### src/rtl/timekeeper_pkg.sv
// -----------------------------------------------------------------------------
// timekeeper_pkg
// Shared constants and helpers for the timekeeper core:
//   - field limits for seconds, minutes and hours (binary)
//   - set_sel encodings selecting which field the set key increments
//   - two-digit BCD struct used by the display path
//   - 24 h -> 12 h hour conversion used for the display only
// -----------------------------------------------------------------------------
package timekeeper_pkg;

    localparam logic [5:0] SEC_MAX  = 6'd59;
    localparam logic [5:0] MIN_MAX  = 6'd59;
    localparam logic [4:0] HOUR_MAX = 5'd23;

    typedef enum logic [1:0] {
        SEL_NONE = 2'd0,
        SEL_SEC  = 2'd1,
        SEL_MIN  = 2'd2,
        SEL_HOUR = 2'd3
    } set_sel_e;

    typedef struct packed {
        logic [3:0] tens;
        logic [3:0] ones;
    } bcd2_t;

    // Midnight reads 12, 1..12 unchanged, 13..23 fold down by twelve.
    function automatic logic [4:0] hour_to_12h(input logic [4:0] hour);
        logic [4:0] h12;
        if (hour == 5'd0) begin
            h12 = 5'd12;
        end else if (hour > 5'd12) begin
            h12 = hour - 5'd12;
        end else begin
            h12 = hour;
        end
        return h12;
    endfunction

endpackage

### src/rtl/timekeeper_param_bin2bcd2.sv
// -----------------------------------------------------------------------------
// bin2bcd2
// Combinational 6-bit binary (0-59) to two BCD digits.
// Ports:
//   bin  in   6-bit binary value, valid range 0..59
//   bcd  out  tens/ones BCD digits
// Inputs above 59 are never presented by the timekeeper; they land in the
// 50s bucket with a meaningless ones digit.
// -----------------------------------------------------------------------------
module bin2bcd2
    import timekeeper_pkg::*;
(
    input  logic [5:0] bin,
    output bcd2_t      bcd
);

    always_comb begin
        // NOTE: every output gets a value on every path through this block;
        // a branch that left one unassigned would infer a latch.
        bcd = '0;
        if (bin >= 6'd50) begin
            bcd.tens = 4'd5;
            bcd.ones = 4'(bin - 6'd50);
        end else if (bin >= 6'd40) begin
            bcd.tens = 4'd4;
            bcd.ones = 4'(bin - 6'd40);
        end else if (bin >= 6'd30) begin
            bcd.tens = 4'd3;
            bcd.ones = 4'(bin - 6'd30);
        end else if (bin >= 6'd20) begin
            bcd.tens = 4'd2;
            bcd.ones = 4'(bin - 6'd20);
        end else if (bin >= 6'd10) begin
            bcd.tens = 4'd1;
            bcd.ones = 4'(bin - 6'd10);
        end else begin
            bcd.tens = 4'd0;
            bcd.ones = 4'(bin);
        end
    end

endmodule

### src/rtl/timekeeper_param.sv
// -----------------------------------------------------------------------------
// timekeeper_param
// Fully synchronous seconds/minutes/hours timekeeper with a one-second
// prescaler, 12/24 h display, per-field setting and a minute-resolution alarm.
// Parameters:
//   CLK_HZ     clock cycles per second (>= 2)
//   ALARM_LEN  seconds the alarm stays high unless acknowledged (>= 1)
// Ports:
//   CLOCK_50   in   system clock
//   rst        in   synchronous active-high reset
//   run        in   1 = prescaler and time advance
//   mode_12h   in   1 = 12 h display, 0 = 24 h display
//   set_sel    in   field to set: 0 none, 1 sec, 2 min, 3 hour
//   set_inc    in   level key; each rising edge bumps the selected field
//   alarm_en   in   alarm armed
//   alarm_hour in   alarm hour 0..23 (binary)
//   alarm_min  in   alarm minute 0..59 (binary)
//   alarm_ack  in   clears an active alarm
//   *_ones/*_tens out  registered BCD display digits
//   pm         out  registered, 12 h mode and hour >= 12
//   tick       out  registered one-cycle pulse per elapsed second
//   alarm      out  alarm active
// -----------------------------------------------------------------------------
module timekeeper_param
    import timekeeper_pkg::*;
#(
    parameter int CLK_HZ    = 50_000_000,
    parameter int ALARM_LEN = 60
) (
    input  logic       CLOCK_50,
    input  logic       rst,
    input  logic       run,
    input  logic       mode_12h,
    input  logic [1:0] set_sel,
    input  logic       set_inc,
    input  logic       alarm_en,
    input  logic [4:0] alarm_hour,
    input  logic [5:0] alarm_min,
    input  logic       alarm_ack,
    output logic [3:0] sec_ones,
    output logic [3:0] sec_tens,
    output logic [3:0] min_ones,
    output logic [3:0] min_tens,
    output logic [3:0] hour_ones,
    output logic [3:0] hour_tens,
    output logic       pm,
    output logic       tick,
    output logic       alarm
);

    localparam int PRESC_W = $clog2(CLK_HZ);
    localparam int HOLD_W  = $clog2(ALARM_LEN + 1);

    localparam logic [PRESC_W-1:0] PRESC_LAST = PRESC_W'(CLK_HZ - 1);
    localparam logic [HOLD_W-1:0]  HOLD_LOAD  = HOLD_W'(ALARM_LEN);
    localparam logic [HOLD_W-1:0]  HOLD_ONE   = HOLD_W'(1);

    // ---------------------------------------------------------------- state
    logic [PRESC_W-1:0] presc_q, presc_d;
    logic [5:0]         sec_q,   sec_d;
    logic [5:0]         min_q,   min_d;
    logic [4:0]         hour_q,  hour_d;
    logic               inc_s1_q, inc_s1_d;
    logic               inc_s2_q, inc_s2_d;
    logic               alarm_q, alarm_d;
    logic [HOLD_W-1:0]  hold_q,  hold_d;
    logic               tick_q,  tick_d;
    logic               pm_q,    pm_d;
    bcd2_t              sec_bcd_q,  sec_bcd_d;
    bcd2_t              min_bcd_q,  min_bcd_d;
    bcd2_t              hour_bcd_q, hour_bcd_d;

    set_sel_e   sel;
    logic       tick_c;
    logic       inc_p;
    logic       alarm_hit;
    logic [4:0] hour_disp;

    assign sel = set_sel_e'(set_sel);

    // Any set selection freezes the prescaler, so seconds cannot tick while
    // the user is editing a field.
    assign tick_c = (presc_q == PRESC_LAST) & run & (sel == SEL_NONE);

    // set_inc is first registered, then edge-detected against a second stage,
    // which places the field update one cycle after the key rises.
    assign inc_p = inc_s1_q & ~inc_s2_q;

    // ------------------------------------------------- prescaler and time
    always_comb begin
        presc_d  = presc_q;
        sec_d    = sec_q;
        min_d    = min_q;
        hour_d   = hour_q;
        inc_s1_d = set_inc;
        inc_s2_d = inc_s1_q;

        if (sel != SEL_NONE) begin
            presc_d = '0;
            if (inc_p) begin
                // Field-local wrap: no carry into neighbouring fields.
                case (sel)
                    SEL_SEC:  sec_d  = (sec_q  == SEC_MAX)  ? 6'd0 : sec_q  + 6'd1;
                    SEL_MIN:  min_d  = (min_q  == MIN_MAX)  ? 6'd0 : min_q  + 6'd1;
                    SEL_HOUR: hour_d = (hour_q == HOUR_MAX) ? 5'd0 : hour_q + 5'd1;
                    default:  ;
                endcase
            end
        end else if (run) begin
            if (tick_c) begin
                presc_d = '0;
                // Full carry chain resolves in one edge.
                if (sec_q == SEC_MAX) begin
                    sec_d = 6'd0;
                    if (min_q == MIN_MAX) begin
                        min_d  = 6'd0;
                        hour_d = (hour_q == HOUR_MAX) ? 5'd0 : hour_q + 5'd1;
                    end else begin
                        min_d = min_q + 6'd1;
                    end
                end else begin
                    sec_d = sec_q + 6'd1;
                end
            end else begin
                presc_d = presc_q + 1'b1;
            end
        end
    end

    // ----------------------------------------------------------------- alarm
    // Compared against the post-increment time so the alarm fires on the edge
    // that enters hh:mm:00. Only tick_c can trigger, never a set edit.
    assign alarm_hit = tick_c & alarm_en & (sec_d == 6'd0)
                     & (min_d == alarm_min) & (hour_d == alarm_hour);

    always_comb begin
        alarm_d = alarm_q;
        hold_d  = hold_q;
        if (alarm_ack || !alarm_en) begin
            // Clearing has priority over a same-cycle trigger.
            alarm_d = 1'b0;
            hold_d  = '0;
        end else if (alarm_hit) begin
            alarm_d = 1'b1;
            hold_d  = HOLD_LOAD;
        end else if (alarm_q && tick_c) begin
            if (hold_q <= HOLD_ONE) begin
                alarm_d = 1'b0;
                hold_d  = '0;
            end else begin
                hold_d = hold_q - 1'b1;
            end
        end
    end

    // --------------------------------------------------------------- display
    always_comb begin
        hour_disp = mode_12h ? hour_to_12h(hour_q) : hour_q;
        pm_d      = mode_12h & (hour_q >= 5'd12);
        tick_d    = tick_c;
    end

    bin2bcd2 u_sec_bcd (
        .bin (sec_q),
        .bcd (sec_bcd_d)
    );

    bin2bcd2 u_min_bcd (
        .bin (min_q),
        .bcd (min_bcd_d)
    );

    bin2bcd2 u_hour_bcd (
        .bin ({1'b0, hour_disp}),
        .bcd (hour_bcd_d)
    );

    // ------------------------------------------------------------- registers
    always_ff @(posedge CLOCK_50) begin
        // NOTE: non-blocking assignments so every flop samples pre-edge values
        // regardless of statement order.
        if (rst) begin
            presc_q    <= '0;
            sec_q      <= '0;
            min_q      <= '0;
            hour_q     <= '0;
            inc_s1_q   <= 1'b0;
            inc_s2_q   <= 1'b0;
            alarm_q    <= 1'b0;
            hold_q     <= '0;
            tick_q     <= 1'b0;
            pm_q       <= 1'b0;
            sec_bcd_q  <= '0;
            min_bcd_q  <= '0;
            hour_bcd_q <= '0;
        end else begin
            presc_q    <= presc_d;
            sec_q      <= sec_d;
            min_q      <= min_d;
            hour_q     <= hour_d;
            inc_s1_q   <= inc_s1_d;
            inc_s2_q   <= inc_s2_d;
            alarm_q    <= alarm_d;
            hold_q     <= hold_d;
            tick_q     <= tick_d;
            pm_q       <= pm_d;
            sec_bcd_q  <= sec_bcd_d;
            min_bcd_q  <= min_bcd_d;
            hour_bcd_q <= hour_bcd_d;
        end
    end

    assign sec_ones  = sec_bcd_q.ones;
    assign sec_tens  = sec_bcd_q.tens;
    assign min_ones  = min_bcd_q.ones;
    assign min_tens  = min_bcd_q.tens;
    assign hour_ones = hour_bcd_q.ones;
    assign hour_tens = hour_bcd_q.tens;
    assign pm        = pm_q;
    assign tick      = tick_q;
    assign alarm     = alarm_q;

endmodule

### config.mk
export PLATFORM = sky130hd
export DESIGN_NAME = timekeeper_param
export DESIGN_NICKNAME = d
export VERILOG_FILES = /design/src/rtl/timekeeper_pkg.sv /design/src/rtl/timekeeper_param_bin2bcd2.sv /design/src/rtl/timekeeper_param.sv
export SDC_FILE = /design/constraint.sdc
export NUM_CORES = 1
export LEC_CHECK = 0
export ABC_AREA = 1
export CAP_MARGIN = 20
export CELL_PAD_IN_SITES_DETAIL_PLACEMENT = 0
export CELL_PAD_IN_SITES_GLOBAL_PLACEMENT = 2
export CORE_AREA = 8 8 120 150
export CTS_CLUSTER_SIZE = 14
export DETAILED_ROUTE_END_ITERATION = 8
export DIE_AREA = 0 0 128 158
export GPL_TIMING_DRIVEN = 0
export PLACE_DENSITY = 0.82
export SLEW_MARGIN = 10
export SYNTH_ARGS = -nofsm -noshare
export SYNTH_HDL_FRONTEND = slang
export SYNTH_SLANG_ARGS = --single-unit
export TNS_END_PERCENT = 30
### constraint.sdc
create_clock -name CLOCK_50 -period 2.5 [get_ports CLOCK_50]
set_input_delay 0.25 -clock CLOCK_50 [delete_from_list [all_inputs] [get_ports CLOCK_50]]
set_output_delay 0.25 -clock CLOCK_50 [all_outputs]
set_load 0.005 [all_outputs]
; ---- Yosys cells after proc, flatten, opt, wreduce, memory -nomap -nowiden
; Index checks and enable logic that the tools add are counted.
[word_totals]
register_bits = 78
inputBits = 20
output_inout_bits = 27
wordCells = 145
[op_classes]
add_sub_neg = 21
magnitude_cmp = 18
eq_ne = 9
muxes = 46
bitwise = 9
reduce_logical = 19
[op_table]
columns = op, count
row1 = $mux 6, 16
row2 = $mux 7, 12
row3 = $mux 5, 14
row4 = $sub 4x4->4 const B, 9
row5 = $add 26x1->26 const B, 1
row6 = $eq 26x26->1 const B, 1
row7 = $mux 26, 1
row8 = $ge 6x5->1 const B, 4
row9 = $ge 6x6->1 const B, 4
row10 = $reduce_or 5->1, 3
row11 = $add 6x1->6 const B, 2
row12 = $eq 6x6->1 const B, 2
row13 = $ge 5x6->1 const B, 2
row14 = $ge 6x4->1 const B, 2
row15 = $reduce_or 3->1, 4
row16 = $sub 4x2->4 const B, 3
row17 = $sub 4x3->4 const B, 3
row18 = $ge 5x4->1 const B, 2
row19 = $ge 5x5->1 const B, 2
row20 = $and 1x1->1, 8
row21 = $eq 6x6->1, 1
row22 = $le 6x1->1 const B, 1
row23 = $logic_not 6->1, 1
row24 = $reduce_bool 2->1, 3
row25 = 17 further kinds, 21

; ---- Logic depth before layout (Yosys ltp)
; Gate-level depths: netlist of run 1.
[depth]
depth_word = 12
ltp_mapped = 18

; ---- By module
; A second synthesis of run 1 with hierarchy kept.
[unflattened]
hier_cells = 928
area_unflattened_um2 = 5754.3
[modules_own_cells]
columns = module, instances, cells_each, area_per_inst_um2, seq_area_each_um2
row1 = timekeeper_param, 1, 649, 4267.8, 1561.5
row2 = bin2bcd2, 3, 93, 495.5, 0.0

; ---- Least setup slack after synthesis of run 1
; OpenSTA, ideal clock, no wires.
[synth_path]
path_kind = register to register
from = reg hour_q[2]
to = reg hour_bcd_q, in the netlist hour_ones[1]
setup_time_ns = 0.070
arrival_time_ns = 2.177
t_required_ns = 2.430
path_slack_ns = 0.253
path_stages_with_launch = 16
n_path_buf = 0
synth_period_minus_slack_ns = 2.247
path_cell_list = dfxtp_1 > ha_1 > nand3_1 > nand2_1 > inv_1 > nand2_1 > and3_1 > inv_1 > ha_1 > nand2_1 > nand2_1 > nand2_1 > inv_1 > o21ai_0 > o21ai_0 > a21oi_1
[synth_via]
elab_chain_cells = 10
word_cells_on_any_way = 21
classes_between = add/sub: 6 / order compare: 6 / mux: 8 / reduce/logical: 1
[synth_rtl]
columns = element, line
row1 = from (decl), timekeeper_param.sv:62  ; logic [4:0] hour_q, hour_d;
row2 = from (signal assigned), timekeeper_param.sv:200  ; hour_q <= hour_d;
row3 = $sub 5x4->5 / $gt 5x4->1 (equally long branches), "timekeeper_pkg.sv:33, timekeeper_pkg.sv:32"
row4 = $mux 5, timekeeper_pkg.sv:32  ; end else if (hour > 5'd12) begin
row5 = $mux 5, timekeeper_pkg.sv:30  ; if (hour == 5'd0) begin
row6 = $mux 5 *, timekeeper_param.sv:158  ; hour_disp = mode_12h ? hour_to_12h(hour_q) : hour_q;
row7 = $ge 5x4->1 / $sub 4x4->4 (equally long branches), "timekeeper_param_bin2bcd2.sv:33, timekeeper_param_bin2bcd2.sv:35"
row8 = $mux 5, timekeeper_param_bin2bcd2.sv:33  ; end else if (bin >= 6'd10) begin
row9 = $mux 7, timekeeper_param_bin2bcd2.sv:30  ; end else if (bin >= 6'd20) begin
row10 = $mux 7, timekeeper_param_bin2bcd2.sv:27  ; end else if (bin >= 6'd30) begin
row11 = $mux 7, timekeeper_param_bin2bcd2.sv:24  ; end else if (bin >= 6'd40) begin
row12 = $mux 7 *, timekeeper_param_bin2bcd2.sv:21  ; if (bin >= 6'd50) begin
row13 = to (signal assigned), timekeeper_param.sv:209  ; hour_bcd_q <= hour_bcd_d;
row14 = to (decl), timekeeper_param.sv:71  ; bcd2_t hour_bcd_q, hour_bcd_d;
; Every way passes the cells marked *; elsewhere a longest branch is shown, timed or not.
; A chain may end at the register's enable or synchronous reset.

; ---- Worst setup path in the final report of run 1
[layout_path]
from = reg min_q[2]
to = reg hold_q[2]
[layout_via]
elab_chain_cells = 10
word_cells_on_any_way = 20
classes_between = add/sub: 1 / eq/ne: 3 / mux: 13 / bitwise: 2 / reduce/logical: 1
[layout_rtl]
columns = element, line
row1 = from (decl), timekeeper_param.sv:61  ; logic [5:0] min_q, min_d;
row2 = from (signal assigned), timekeeper_param.sv:199  ; min_q <= min_d;
row3 = $add 6x1->6 / $eq 6x6->1 (equally long branches), "timekeeper_param.sv:104, timekeeper_param.sv:119, timekeeper_param.sv:115"
row4 = $mux 6, "timekeeper_param.sv:104, timekeeper_param.sv:115"
row5 = $mux 6, timekeeper_param.sv:113  ; if (sec_q == SEC_MAX) begin
row6 = $mux 6, timekeeper_param.sv:110  ; if (tick_c) begin
row7 = $mux 6, timekeeper_param.sv:109  ; end else if (run) begin
row8 = $mux 6, timekeeper_param.sv:98  ; if (sel != SEL_NONE) begin
row9 = $eq 6x6->1, timekeeper_param.sv:134  ; & (min_d == alarm_min) & (hour_d == alarm_hour);
row10 = $and 1x1->1, timekeeper_param.sv:134
row11 = $and 1x1->1 *, timekeeper_param.sv:134
row12 = $mux 6 / $reduce_bool 2->1 (equally long branches), --
row13 = to (signal assigned), timekeeper_param.sv:204  ; hold_q <= hold_d;
row14 = to (decl), timekeeper_param.sv:66  ; logic [HOLD_W-1:0] hold_q, hold_d;
; Marked as above.

==> impl_metrics.yaml, run 1 <==
min_path:
  hp-class: "in2reg"
worst_setup_path:
  max_stage_delay_ps: 370
  crit_path_frequent_cell: "nand2_2"
  start_kind: "register"
  cp-end-kind: "register"
  cp_cell_sequence: "inv_6, ha_4, nand2_2, nor2_4, nand2_2, nor2_2, nand3_2, nand2_4, nand2_2, nand2_2, nand2_1, nand2_1, nand2_2, nor2_2, nand3_2, nor2_4, nor2_1, nor2_1"
  required_ps: 2760
  path_delay_family: "simple AND/OR/NAND/NOR gates"
  cp.arrival_ps: 2560
  crit_fanout: 7
  crit_type: "reg2reg"
  path_buf_inv: 1
  crit_slowest_cell: "dfxtp_4"
global_routing:
  grt_pass1_vias: 4525
  grt_pass1_wl_um: 21900
  grt_max_degree: 14
  grt.overflow.total: 0
  antenna_found_initial: 0
  track_usage: 0.136
power:
  leakage_nw: 2.48
  max-vdd-ir-drop_v: 0.000262
  powerDensity_nw_per_um2: 506
outcome:
  status: "completed"
route:
  ant_nets: 0
  vias_per_cell: 4.73
  firstDrtPassIters: 4
  wire_per_inst_um: 13.2
  drc: 0
  totalWireLength_um: 13500
  vias: 4820
  drtIter0Drc: 247
synthesis:
  synth.ff_latch_count: 74
  ys_seq_area_frac: 0.303
  avgSynthCellArea_um2: 6.70
  yosysWarnings: 0
  synth.distinct_cells: 42
  synthCells: 729
  syn-cell-area_um2: 4890
die:
  rows: 52
  die_w_um: 128
  fp.dieArea_um2: 20200
  initial_core_util: 0.310
  dieHeight_um: 158
  ioPinCount: 47
  core_area_um2: 15700
clock_tree:
  clkSinkCount: 74
  cts_tree: "built"
  cts-hold-fix-buffers: 0
  clkTransAtPathRegs_ps: 60
  root_buffer: "clkbuf_16"
  clk_path_buf_depth: 2
  htree_levels: 3
  worstSkewPairLatency_ps: 330
  numCtsBuffers: 9
layout:
  utilization: 0.396
  layout.nets: 853
  fillerInstances: 1738
  multi_input_area_um2: 3140
  stdcell_count: 1018
  drive_gt1_frac: 0.146
  area_delta_synth_final_pct: 27.6
  num_antenna_cells: 0
  register_area_um2: 1520
placement:
  place_inst: 988
  place_hpwl_um: 10400
  port_buffers: 40
  place.gp.congestion: 0.848
timing:
  finalCritPeriodShare: 0.921
  tns_ps: 0
  hold_violations: 0
  max_freq_mhz: 434
  report.final.slew_viol_count: 0
  max_slew_margin: 0.486
  finalSetupViolCount: 0
  worst_slew_pin_slew_ps: 771
  period_minus_slack_ps: 2300
  skew_ps: 7.78
job:
  max_cap_viol_count: 0
[logic make-up after synthesis]
family	after synthesis	synth area share
adders and majority gates	36	0.0922
DFF	74	0.303
other	1	0.000767
and+or+nand+nor	372	0.343
AOI/OAI and AO/OA	121	0.143
buffers and inverters	108	0.0878
xor gates and xnor gates	17	0.0305
[routing by layer]
| layer | GRT usage | routed length (um) | vias up |
|---|---|---|---|
| li1 | - | - | 2509 |
| met1 | 0.152 | 5810 | 2224 |
| met2 | 0.250 | 7070 | 73 |
| met3 | 0.0256 | 410 | 14 |
| met4 | 0.0488 | 199 | 0 |
| met5 | 0 | 0 | - |
[state kept, by name, summed over array words and instances (netlist names)]
signal,cells
pm,1
min_q,6
min_tens,3
hour_q,5
presc_q,26
hour_ones,4
hour_tens,2
inc_s1_q,1
tick,1
sec_ones,4
sec_q,6
hold_q,6
sec_tens,3
inc_s2_q,1
min_ones,4
alarm,1
[per-stage QoR]
step                setup slack (ps)  instance area (um^2)  hold WS [ps]  total power [W]
CTS                             13.9                  5990           269          0.00319
global route                   -5.50                  6230           318          0.00331
floorplan                        253                  4900           357          0.00145
detailed placement              -495                  5570           431          0.00158
global placement                -473                  5570           425          0.00157
finish                           198                  6230           272          0.00315
[tightest hold or removal path, cell delays in order]
cell	delay, ps
buf_4	140
nand2_1	70
nand2_1	70
a21oi_1	40
[cell type report]
cell class / count / share of cell area
multi-input combinational: 550 / 0.503
buffer: 14 / 0.0122
inverter: 94 / 0.0582
timing repair buffer: 54 / 0.0811
tap: 216 / 0.0433
clock buffer: 9 / 0.0361
clock inverter: 7 / 0.0227
sequential: 74 / 0.243
[power by group]
group	internal [W]	total [W]	switching, W
logic	0.000146	0.000338	0.000193
clock network	0.00108	0.00159	0.000517
registers	0.00120	0.00122	0.0000222
[cells in the mapped netlist (all sizes together)]
master,instances,area share
nand4,5,0.0064
o21a,3,0.0046
and2,1,0.0013
inv,93,0.071
a21oi,44,0.045
dfxtp,74,0.30
and3,1,0.0013
or2,3,0.0038
a31oi,4,0.0051
buf,8,0.011
nand3b,6,0.0092
a21boi,1,0.0015
a211oi,7,0.011
nor3,8,0.0092
nor2,113,0.099
o211ai,15,0.023
nand3,64,0.071
clkinv,1,0.00077
xor2,9,0.016
o31ai,2,0.0031
nor4,4,0.0051
clkbuf,6,0.0049
nand2,167,0.14
o21ai,40,0.042
o22ai,3,0.0038
a41oi,1,0.0018
ha,36,0.092
a311oi,1,0.0018
xnor2,8,0.014
conb,1,0.00077
[what timing repair did]
action	CTS	global route
endpoints found under the setup margin	19	16
setup buffers	3	11
pin swaps	3	14
gates resized for setup	17	49
[worst paths after layout]
path	start	end	slack, ps	cells after the start
max	min_q[2]	hold_q[2]	200	18
min	run	presc_q[0]	270	4
min reg2reg	inc_s1_q	inc_s2_q	440	2
max reg2reg	min_q[2]	hold_q[2]	200	18
[cells in the final DEF (no fill, tap or decap), drive strengths merged]
master         netlist  final
clkdlybuf4s50        0     40
nand3               64     64
and2                 1      1
nand2              167    167
and3                 1      1
bufinv               0      4
a41oi                1      1
o21a                 3      3
o22ai                3      3
o211ai              15     15
or2                  3      3
ha                  36     36
a311oi               1      1
dfxtp               74     74
conb                 1      4
xnor2                8      8
xor2                 9      9
clkinvlp             0      1
buf                  8     22
clkbuf               6     15
nor2               113    113
nor4                 4      4
inv                 93     93
nand3b               6      6
nor3                 8      8
nand4                5      5
a211oi               7      7
a21oi               44     44
clkinv               1      3
a31oi                4      4
a21boi               1      1
o21ai               40     40
o31ai                2      2
(Power assumes the default switching activity.)
==> run 2: changes to the inputs <==
--- a/config.mk
+++ b/config.mk
@@ -9,12 +9,14 @@
 export CAP_MARGIN = 20
 export CELL_PAD_IN_SITES_DETAIL_PLACEMENT = 0
 export CELL_PAD_IN_SITES_GLOBAL_PLACEMENT = 2
-export CORE_AREA = 8 8 120 150
+export CORE_AREA = 8 8 118 148
+export CTS_BUF_LIST = sky130_fd_sc_hd__clkbuf_4 sky130_fd_sc_hd__clkbuf_8
 export CTS_CLUSTER_SIZE = 14
 export DETAILED_ROUTE_END_ITERATION = 8
-export DIE_AREA = 0 0 128 158
+export DIE_AREA = 0 0 126 156
 export GPL_TIMING_DRIVEN = 0
-export PLACE_DENSITY = 0.82
+export HOLD_SLACK_MARGIN = 0.06
+export PLACE_DENSITY = 0.84
 export SLEW_MARGIN = 10
 export SYNTH_ARGS = -nofsm -noshare
 export SYNTH_HDL_FRONTEND = slang
==> impl_metrics.yaml, run 2 (synthesis gave the netlist of run 1 again) <==
outcome:
  status: "completed"
layout:
  fin_area_um2: 5980
  layout_commonest_cell: "nand2_1"
  num_antenna_cells: 0
  top_register: "presc_q"
  layout.nets: 848
  drive_gt1_frac: 0.141
  area_delta_synth_final_pct: 22.3
  stdcell_count: 982
  mostFrequentLayoutCells: "nand2_1, nor2_1, inv_1, dfxtp_1, nand3_1"
  largest_reg_flops: 26
route:
  firstDrtPassIters: 4
  wire_per_inst_um: 13.6
  drc: 0
  vias: 4747
  drtIter0Drc: 208
  ant_nets: 0
  vias_per_cell: 4.83
  totalWireLength_um: 13300
clock_tree:
  clk_path_buf_depth: 2
  htree_levels: 3
  worstSkewPairLatency_ps: 360
  numCtsBuffers: 9
  clkSinkCount: 74
  root_buffer: "clkbuf_8"
  clkTransAtPathRegs_ps: 80
  cts_tree: "built"
power:
  powerDensity_nw_per_um2: 415
  p_sw_w: 0.000674
  max-vdd-ir-drop_v: 0.000168
  p_seq_frac: 0.493
  internal_power_w: 0.00181
  clock_power_share: 0.371
  leakage_nw: 2.38
  combPwrFrac: 0.136
  p_sw_frac: 0.272
worst_setup_path:
  required_ps: 2720
  rr_worst_depth: 12
  start_kind: "register"
  crit_fanout: 6
  cp.arrival_ps: 2550
  crit_type: "reg2reg"
  cp-end-kind: "register"
timing:
  skew_ps: 9.78
  hold_violations: 0
  finalCritPeriodShare: 0.934
  rsz0062_at_grt: "true"
  report.final.slew_viol_count: 0
  max_freq_mhz: 428
  max_slew_margin: 0.542
  worst_slew_pin_slew_ps: 687
  holdWs_ps: 232
  period_minus_slack_ps: 2330
  finalSetupViolCount: 0
global_routing:
  track_usage: 0.140
  antenna_found_initial: 0
  grt_pass1_vias: 4687
  grt_max_degree: 12
  grt_pass1_wl_um: 22300
  grt.overflow.total: 0
die:
  fp.dieArea_um2: 19700
  die_w_um: 126
  core_area_um2: 15200
  dieHeight_um: 156
  initial_core_util: 0.322
  ioPinCount: 47
  rows: 51
min_path:
  hp-class: "in2reg"
  holdPathStages: 4
job:
  max_cap_viol_count: 0
placement:
  port_buffers: 40
  place.gp.congestion: 0.838
  placed_area_um2: 5530
  place_inst: 957
  place_hpwl_um: 10300
==> run 2: changes by cell type in the layout (fill, tap and decap cells not counted), sizes merged <==
| cell | previous run | this run |
|---|---|---|
| clkinvlp | 1 | 0 |
| buf | 22 | 17 |
| clkbuf | 15 | 20 |
| bufinv | 4 | 0 |
==> run 2: cell type report <==
type / instances / area [um^2]
Fill cell: 1615 / 9210
Multi-Input combinational cell: 550 / 3140
Sequential cell: 74 / 1510
Timing Repair Buffer: 49 / 468
Inverter: 94 / 358
Tap cell: 185 / 231
Clock buffer: 14 / 180
Buffer: 14 / 76.3
Clock inverter: 2 / 10.0
==> run 2: final timing paths <==
kind / startpoint / to / slack (ps)
max: hour_q[3] / hour_ones[2] / 170
max reg2reg: hour_q[3] / hour_ones[2] / 170
min reg2reg: inc_s1_q / inc_s2_q / 450
min: run / presc_q[0] / 230
==> run 2: layer usage <==
| metal | GRT usage | wire length, um |
|---|---|---|
| met1 | 0.152 | 5840 |
| met5 | 0 | 0 |
| met3 | 0.0215 | 312 |
| met4 | 0.0655 | 299 |
| met2 | 0.260 | 6880 |
==> run 2: per-stage QoR <==
stage	worst slack, ps	total power [W]	util	setup TNS, ps
6_report	165	0.00248	0.394	0
4_1_cts	21.6	0.00252	0.380	0
2_1_floorplan	253	0.00145	-	0
3_5_place_dp	-445	0.00158	0.364	-5830
5_1_grt	-32.1	0.00263	0.394	-32.1
3_3_place_gp	-364	0.00157	0.364	-4970
==> run 2: repair_timing <==
action / 4_1_cts / 5_1_grt
hold buffers: 0 / 0
resized for setup: 17 / 46
gates cloned: 0 / 0
endpoints found under the hold margin: 0 / 0
setup buffers: 4 / 5
pin swaps: 3 / 9
endpoints found under the setup margin: 13 / 16
==> run 2: power by group through the flow <==
| stage | sequential (W) | combinational, W | clock (W) |
|---|---|---|---|
| after global routing | 0.00123 | 0.000383 | 0.00102 |
| after detailed placement | 0.00125 | 0.000323 | 0 |
| after floorplan | 0.00125 | 0.000196 | 0 |
| after global placement | 0.00125 | 0.000321 | 0 |
| final | 0.00122 | 0.000337 | 0.000922 |
| after CTS | 0.00123 | 0.000327 | 0.000971 |
==> run 2: worst max-delay path: stages, from the launching register on <==
cell and delay [ps]:
dfxtp_4 380, inv_1 140, ha_1 210, nand4_1 210, and3_4 260, ha_1 220, a21boi_0 130, o21ai_1 240
nand2_1 70, o21ai_0 80, nand2_1 70, o211ai_1 90, a21oi_1 90
==> run 3: changes to the inputs <==
--- a/config.mk
+++ b/config.mk
@@ -6,7 +6,6 @@
 export NUM_CORES = 1
 export LEC_CHECK = 0
 export ABC_AREA = 1
-export CAP_MARGIN = 20
 export CELL_PAD_IN_SITES_DETAIL_PLACEMENT = 0
 export CELL_PAD_IN_SITES_GLOBAL_PLACEMENT = 2
 export CORE_AREA = 8 8 118 148
@@ -16,7 +15,7 @@
 export DIE_AREA = 0 0 126 156
 export GPL_TIMING_DRIVEN = 0
 export HOLD_SLACK_MARGIN = 0.06
-export PLACE_DENSITY = 0.84
+export PLACE_DENSITY = 0.82
 export SLEW_MARGIN = 10
 export SYNTH_ARGS = -nofsm -noshare
 export SYNTH_HDL_FRONTEND = slang
==> impl_metrics.yaml, run 3 (synthesis gave the netlist of run 1 again) <==
outcome:
  status: "completed"
timing:
  tns_ps: 0
  finalCritPeriodShare: 0.923
  max_freq_mhz: 433
  max_slew_margin: 0.535
  finalSetupViolCount: 0
  report.final.slew_viol_count: 0
  period_minus_slack_ps: 2310
  rsz0062_at_grt: "true"
  skew_ps: 12.6
  worst_slew_pin_slew_ps: 697
  hold_violations: 0
clock_tree:
  root_buffer: "clkbuf_8"
  worstSkewPairLatency_ps: 370
  cts_tree: "built"
  clk_path_buf_depth: 2
  htree_levels: 3
  numCtsBuffers: 9
  clkSinkCount: 74
  clkTransAtPathRegs_ps: 90
worst_setup_path:
  crit_fanout: 6
  required_ps: 2720
  rr_startpoint: "hour_q[1]"
  reg2reg_setup_slack_ps: 190
  cp-startpoint: "hour_q[1]"
  rr_worst_depth: 15
  cp-end-kind: "register"
  cp_cell_sequence: "inv_2, ha_2, nand3_1, nand2_2, inv_1, nand2_1, and3_4, ha_1, a21boi_0, o21ai_1, nand2_1, o21ai_0, nand2_1, o211ai_1, a21oi_1"
  cp.arrival_ps: 2530
  start_kind: "register"
  max_stage_delay_ps: 400
  r2r-end: "hour_ones[2]"
  crit_path_frequent_cell: "nand2_1"
  crit_type: "reg2reg"
  cp-endpoint: "hour_ones[2]"
  crit_slowest_cell: "dfxtp_2"
layout:
  mostFrequentLayoutCells: "nand2_1, nor2_1, inv_1, dfxtp_1, nand3_1"
  fillerInstances: 1616
  area_delta_synth_final_pct: 23.1
  layout.nets: 849
  utilization: 0.396
  stdcell_count: 983
  top_register: "presc_q"
  largest_reg_flops: 26
  num_antenna_cells: 0
  drive_gt1_frac: 0.149
  layout_commonest_cell: "nand2_1"
power:
  powerDensity_nw_per_um2: 438
  max-vdd-ir-drop_v: 0.000189
  leakage_nw: 2.39
global_routing:
  antenna_found_initial: 0
  track_usage: 0.139
  grt_pass1_vias: 4640
  grt_pass1_wl_um: 22200
  grt_max_degree: 13
  grt.overflow.total: 0
die:
  die_w_um: 126
  fp.dieArea_um2: 19700
  dieHeight_um: 156
  rows: 51
  core_area_um2: 15200
  ioPinCount: 47
  initial_core_util: 0.322
route:
  wire_per_inst_um: 13.7
  ant_nets: 0
  drc: 0
  drtIter0Drc: 266
  totalWireLength_um: 13500
  firstDrtPassIters: 5
  vias: 4792
  vias_per_cell: 4.87
placement:
  place_hpwl_um: 10400
  port_buffers: 40
  place_inst: 957
  place.gp.congestion: 0.836
min_path:
  hp-class: "in2reg"
job:
  max_cap_viol_count: 0
[run 3: area by class of cell]
type,count,area [um^2],area share
Buffer,14,78.8,0.0131
Clock buffer,11,139,0.0231
Clock inverter,5,78.8,0.0131
Inverter,94,358,0.0595
Multi-Input combinational cell,550,3140,0.522
Sequential cell,74,1520,0.252
Tap cell,185,231,0.0385
Timing Repair Buffer,50,475,0.0790
[run 3: timing repair]
item	CTS	global route
pin swaps	3	15
endpoints found under the setup margin	14	16
endpoints found under the hold margin	0	0
cloned	0	0
resized for setup	17	52
hold buffers	0	0
buffers inserted	3	7
[run 3: where the power goes]
group | switching, W | total (W) | internal (W)
Clock | 0.000483 | 0.00107 | 0.000583
Sequential | 0.0000228 | 0.00122 | 0.00120
Combinational | 0.000194 | 0.000343 | 0.000149
[run 3: through the flow]
step                      cell area [um^2]  hold slack (ps)  total power, W  worst slack [ps]
after floorplan                       4900              357         0.00145               253
after global placement                5530              423         0.00158              -403
after detailed placement              5530              425         0.00158              -417
after CTS                             5800              200         0.00266              2.45
after global routing                  6020              218         0.00276             -32.5
final                                 6020              212         0.00263               192
[run 3: metal layers]
metal	track usage	wire length, um	up-vias
met5	0	0	-
met4	0.0597	279	0
met3	0.0270	406	19
met2	0.252	6870	79
met1	0.156	5950	2199
li1	-	-	2495
[run 3: critical path: cells and delay by family (launching register included)]
family	cells	cell delay, ps
compound gates	5	610
simple gates	6	560
fa+ha+maj	2	410
flops	1	400
buf+inv	2	160
[run 3: how the worst min path moves through the flow]
stage                   from          to  slack (ps)  cells past startpoint
finish                   run  presc_q[0]         210                      4
global route             run  presc_q[0]         220                      4
CTS                      run  presc_q[0]         200                      4
detailed placement  inc_s1_q    inc_s2_q         420                      2
global placement    inc_s1_q    inc_s2_q         420                      2
floorplan            set_inc    inc_s1_q         360                      2
